**src/rtl/pack_pkg.sv**
```systemverilog
// Shared types for the serial-to-parallel packer.
package pack_pkg;

  typedef enum logic [1:0] {
    Q_EMPTY,
    Q_ONE,
    Q_FULL
  } q_state_t;

endpackage

```
**src/rtl/pack_queue.sv**
```systemverilog
// Two-entry stb/rdy skid queue: head drives the output, skid absorbs one extra push.
module pack_queue
  import pack_pkg::*;
#(
  parameter int unsigned W = 16
) (
  input  logic         clk,
  input  logic         rst,
  input  logic         in_stb,
  input  logic [W-1:0] in_dat,
  output logic         in_rdy,
  output logic         out_stb,
  output logic [W-1:0] out_dat,
  input  logic         out_rdy
);

  q_state_t state, state_nxt;
  logic [W-1:0] head, skid;
  logic push, pop;

  assign in_rdy  = (state != Q_FULL);
  assign out_stb = (state != Q_EMPTY);
  assign out_dat = head;
  assign push    = in_stb & in_rdy;
  assign pop     = out_stb & out_rdy;

  always_comb begin
    state_nxt = state;
    case (state)
      Q_EMPTY: if (push) state_nxt = Q_ONE;
      Q_ONE: begin
        if (push && !pop)      state_nxt = Q_FULL;
        else if (pop && !push) state_nxt = Q_EMPTY;
      end
      Q_FULL:  if (pop) state_nxt = Q_ONE;
      default: state_nxt = Q_EMPTY;
    endcase
  end

  always_ff @(posedge clk) begin
    if (rst) state <= Q_EMPTY;
    else     state <= state_nxt;
  end

  // Data registers need no reset; out_stb masks them while empty.
  always_ff @(posedge clk) begin
    case (state)
      Q_EMPTY: if (push) head <= in_dat;
      Q_ONE: begin
        if (push && pop) head <= in_dat;
        else if (push)   skid <= in_dat;
      end
      Q_FULL:  if (pop) head <= skid;
      default: ;
    endcase
  end

endmodule

```
**src/rtl/pack.sv**
```systemverilog
// Packs ARGD consecutive ARGW-bit words (word 0 first, into the LSBs) into one vector.
module pack #(
  parameter int unsigned ARGW = 8,
  parameter int unsigned ARGD = 2
) (
  input  logic                 clk,
  input  logic                 rst,
  input  logic                 arg_stb,
  input  logic [ARGW-1:0]      arg_dat,
  output logic                 arg_rdy,
  output logic                 out_stb,
  output logic [ARGD*ARGW-1:0] out_dat,
  input  logic                 out_rdy
);

  localparam int unsigned IDXW = $clog2(ARGD);
  localparam logic [IDXW-1:0] END = IDXW'(ARGD - 1);

  logic [IDXW-1:0]            idx;
  logic [(ARGD-1)*ARGW-1:0]   asm_q;
  logic                       last, xfer, push, q_rdy;

  assign last    = (idx == END);
  assign arg_rdy = !last || q_rdy;
  assign xfer    = arg_stb && arg_rdy;
  assign push    = xfer && last;

  always_ff @(posedge clk) begin
    if (rst)       idx <= '0;
    else if (xfer) idx <= last ? '0 : idx + 1'b1;
  end

  // The final word bypasses asm_q and goes straight into the queue.
  always_ff @(posedge clk) begin
    if (xfer && !last) begin
      for (int unsigned k = 0; k < ARGD - 1; k++) begin
        if (idx == IDXW'(k)) asm_q[k*ARGW +: ARGW] <= arg_dat;
      end
    end
  end

  pack_queue #(
    .W (ARGD*ARGW)
  ) u_queue (
    .clk     (clk),
    .rst     (rst),
    .in_stb  (push),
    .in_dat  ({arg_dat, asm_q}),
    .in_rdy  (q_rdy),
    .out_stb (out_stb),
    .out_dat (out_dat),
    .out_rdy (out_rdy)
  );

endmodule

```
**config.mk**
```make
export PLATFORM = sky130hd
export DESIGN_NAME = pack
export DESIGN_NICKNAME = d
export VERILOG_FILES = /design/src/rtl/pack_pkg.sv /design/src/rtl/pack_queue.sv /design/src/rtl/pack.sv
export SDC_FILE = /design/constraint.sdc
export NUM_CORES = 1
export LEC_CHECK = 0
export ABC_AREA = 1
export BUFFER_PORTS_ARGS = -buffer_cell sky130_fd_sc_hd__buf_2
export CAP_MARGIN = 10
export CORE_UTILIZATION = 45
export DETAILED_ROUTE_END_ITERATION = 7
export PLACE_DENSITY = 0.74
export SLEW_MARGIN = 20
export SYNTH_ARGS = -nofsm -noshare
export SYNTH_HDL_FRONTEND = slang
export SYNTH_HIERARCHICAL = 1
export SYNTH_SLANG_ARGS = --single-unit
```
**constraint.sdc**
```tcl
create_clock -name clk -period 2.66 [get_ports clk]
set_clock_uncertainty 0.05 [all_clocks]
set_input_delay 0.532 -clock clk [delete_from_list [all_inputs] [get_ports clk]]
set_output_delay 0.532 -clock clk [all_outputs]
set_load 0.1 [all_outputs]
```
==> reports/results.md <==
| Parameter | Reported | Unit |
| --- | --- | --- |
| Number of global-route vias before repair | 994 | - |
| Outcome | finished, final reports clean | - |
| Multi-input logic area | 345.3 | um^2 |
| Worst Hold Path Cells | 1 | - |
| Sequential share of power | 40.5 | % |
| Transition time at the pin with the least slew margin | 718.0 | ps |
| Kind of critical path | reg -> out | - |
| Fin util | 56.49 | % |
| Vias after detailed routing | 957 | - |
| Register-to-Register Setup Slack | 760 | ps |
| Total internal power | 1200 | uW |
| Time the final worst path needs with I/O delays and setup | 2120 | ps |
| Post-synth design cell area | 1663 | um^2 |
| Antenna-violating nets left | 0 | - |
| Area of all placed cells without fillers | 1944 | um^2 |
| Endpoint of the worst hold-timing path | u_queue/skid[8]$_DFFE_PP_ | - |
| Global-route wire length before repair | 4153 | um |
| Worst Hold Class | in -> reg | - |
| TritonCTS clock tree | done | - |
| Arrival time reported for the critical path endpoint | 1540 | ps |
| Most Used Layer, Global Route | met2 | - |
| Filler Cells Inserted | 301 | - |
| Commonest non-fill, non-tap cell in the layout | sky130_fd_sc_hd__nand2_1 | - |
| Critical Path Slowest Stage Cell | sky130_fd_sc_hd__buf_2 | - |
| Largest vdd supply drop | 0.5483 | mV |
| Final sum of negative setup slack | 0 | ps |
| I/O pins | 30 | - |
| Flip-flop and latch area | 1261 | um^2 |
| Required arrival time at the worst endpoint | 2080 | ps |
| Count of input and output buffers | 29 | - |
| Placer's final routability congestion estimate | 0.7608 | - |
| Final non-filler cell total | 208 | - |
| Type of element capturing the critical path | primary output | - |
| Hold buffer count at CTS | 0 | - |
| M3 GR Usage | 5.109 | % |
| Length in cells of the worst reg-to-reg path | 7 | - |
| Switching power | 1047 | uW |
| Maximum net fanout on the critical path | 20 | - |
| Cells after DPL | 200 | - |
| Total of cells resized after clock tree synthesis | 0 | - |
| Buf/Inv on CP | 3 | - |
| Initial core utilization | 48.31 | % |
| NumNets Final | 174 | - |
| Total clock buffers created by CTS | 5 | - |
| DP Area | 1859 | um^2 |
| Worst-skew pair later-pin latency | 280 | ps |
| First-pass iteration count of the detailed router | 4 | - |
| Largest delay share family, worst path | buffers and inverters | - |
| Setup violations, final | 0 | - |
| Core footprint | 3442 | um^2 |
| Sequential fraction of the synthesis area | 75.85 | % |
| Average size of a mapped cell | 13.30 | um^2 |
| Cells along the critical path | inv_2, nand2_4, inv_1, nand2_1, buf_2 | - |
| Total leakage power | 0.0008001 | uW |
| Achievable clock frequency | 0.4716 | GHz |
| Setup Buffers After CTS | 0 | - |
| Endpoint of the most critical register-to-register path | u_queue/skid[9]$_DFFE_PP_ | - |
| Sw Share | 46.59 | % |
| Commonest cells after routing, fill and taps aside | sky130_fd_sc_hd__nand2_1 (53), sky130_fd_sc_hd__edfxtp_1 (40), sky130_fd_sc_hd__buf_2 (29) | - |
| Global routing usage on met2 | 25.41 | % |
| Nets in the synthesized netlist | 138 | - |
| All-Layer GR Usage | 14.40 | % |
| Worst stage delay on the critical path | 420 | ps |
| Hold path startpoint | arg_dat[0] | - |
| Clk pwr share | 17.3 | % |
| Clock sink total | 43 | - |
| Synth Register Bits | 43 | - |
| Critical Path Source Type | flop | - |
| Number of antenna violations at the first check in global routing | 0 | - |
| Placement row count | 21 | - |
| Total power divided by cell area | 1156 | nW/um^2 |
| Drt drc | 0 | - |
| Routed via count divided by cell count | 4.601 | - |
| Antenna diodes | 0 | - |
| Relative area change from synthesis to final layout | 16.93 | % |
| Ratio of cells with drive above 1 in the final layout | 31.48 | % |
| RR Startpoint | u_queue/state[0]$_SDFFE_PP0P_ | - |
| Combinational share of power | 42.3 | % |
| RSZ-0062 raised after global routing | no | - |
| Period utilization | 79.72 | % |
| Count of mapped cells out of synthesis | 125 | - |
| Headroom to the max-slew limit | 51.95 | % |
| Number of warnings reported in the yosys synthesis log | 6 | - |
| Total count of hold-check failures in the final report | 0 | - |
| Total Wirelength | 2475 | um |
| Level count of the clock H-tree | 2 | - |
| Post-DP HPWL | 1729 | um |
| Full die area | 3943 | um^2 |
| CTS root buf | sky130_fd_sc_hd__clkbuf_8 | - |
| 1st-iter DRT viols | 29 | - |
| Count of maximum capacitance violations | 0 | - |
| Met1 usage in global routing | 15.23 | % |
| Pin count of the biggest net entering global routing | 21 | - |
| Maximum clock insertion buffer count | 2 | - |
| Clock input transition at the sequential cells of the worst setup and hold paths | 80 | ps |
| Total grt overflow | 0 | - |
| Count of pins over their slew limit | 0 | - |
| Overall die width | 62.79 | um |
| Number of different library cells in the post-synthesis netlist | 19 | - |
| Wire length per cell | 11.90 | um |
| Die H | 62.79 | um |
[sequential cells by signal, indices dropped and copies added, names as in the netlist]
name	count
u_queue/out_dat	16
asm_q	8
u_queue/state	2
idx	1
u_queue/skid	16
[layout make-up]
class / count / share of cell area (%)
Clock buffer: 6 / 3.732
Multi-Input combinational cell: 72 / 17.76
Timing Repair Buffer: 31 / 8.237
Tap cell: 46 / 2.960
Sequential cell: 43 / 64.87
Inverter: 8 / 1.802
Clock inverter: 2 / 0.6435
[routing by layer]
layer  up-vias  routed length [um]
met5         -                   0
met4         0                  37
met3         5                 117
met2        26                1279
met1       436                1040
li1        490                   -
[cells by family after synthesis]
group | count (synthesis) | share of synthesized area (%)
and+or+nand+nor | 66 | 18.06
DFF | 43 | 75.85
buffers and inverters | 10 | 3.686
AOI/OAI and AO/OA | 5 | 1.656
adders and majority gates | 1 | 0.7523
[synthesized netlist by cell type, drive strengths merged]
cell type  instances  area share [%]
inv                8             2.1
a21oi              4             1.2
nor3               1            0.30
nor2               4             1.2
o21bai             1            0.45
dfxtp              3             3.6
nand2             56              14
edfxtp            40              72
buf                2             1.6
ha                 1            0.75
nand3              5             2.9
[power groups by stage]
stage	clock network [uW]	logic (uW)	registers [uW]
floorplan	0	328	1430
global placement	0	947	922
detailed placement	0	956	927
CTS	399	957	912
global route	423	1010	920
finish	388	949	910
[stage by stage]
step                setup slack, ps  hold slack [ps]  power, uW
finish                        539.5            393.3       2247
floorplan                     123.9            376.8       1762
detailed placement            763.7            390.2       1883
global route                  409.4            383.9       2349
global placement              801.9            378.8       1869
CTS                           531.7            390.7       2268
[worst max path at each step]
stage,startpoint,end,cells after the start
global route,u_queue/state[0]$_SDFFE_PP0P_,arg_rdy,5
global placement,u_queue/state[0]$_SDFFE_PP0P_,u_queue/skid[2]$_DFFE_PP_,7
finish,u_queue/state[0]$_SDFFE_PP0P_,arg_rdy,5
detailed placement,u_queue/state[0]$_SDFFE_PP0P_,u_queue/skid[5]$_DFFE_PP_,7
floorplan,u_queue/state[0]$_SDFFE_PP0P_,u_queue/skid[0]$_DFFE_PP_,7
CTS,u_queue/state[0]$_SDFFE_PP0P_,arg_rdy,5
[worst reg2reg max path: cells and delay by family, from the launching register on]
family / cells / cell delay [ps]
simple gates: 4 / 680
flops: 1 / 390
buf+inv: 3 / 490
Note: power is estimated with default switching activity, not from simulation.
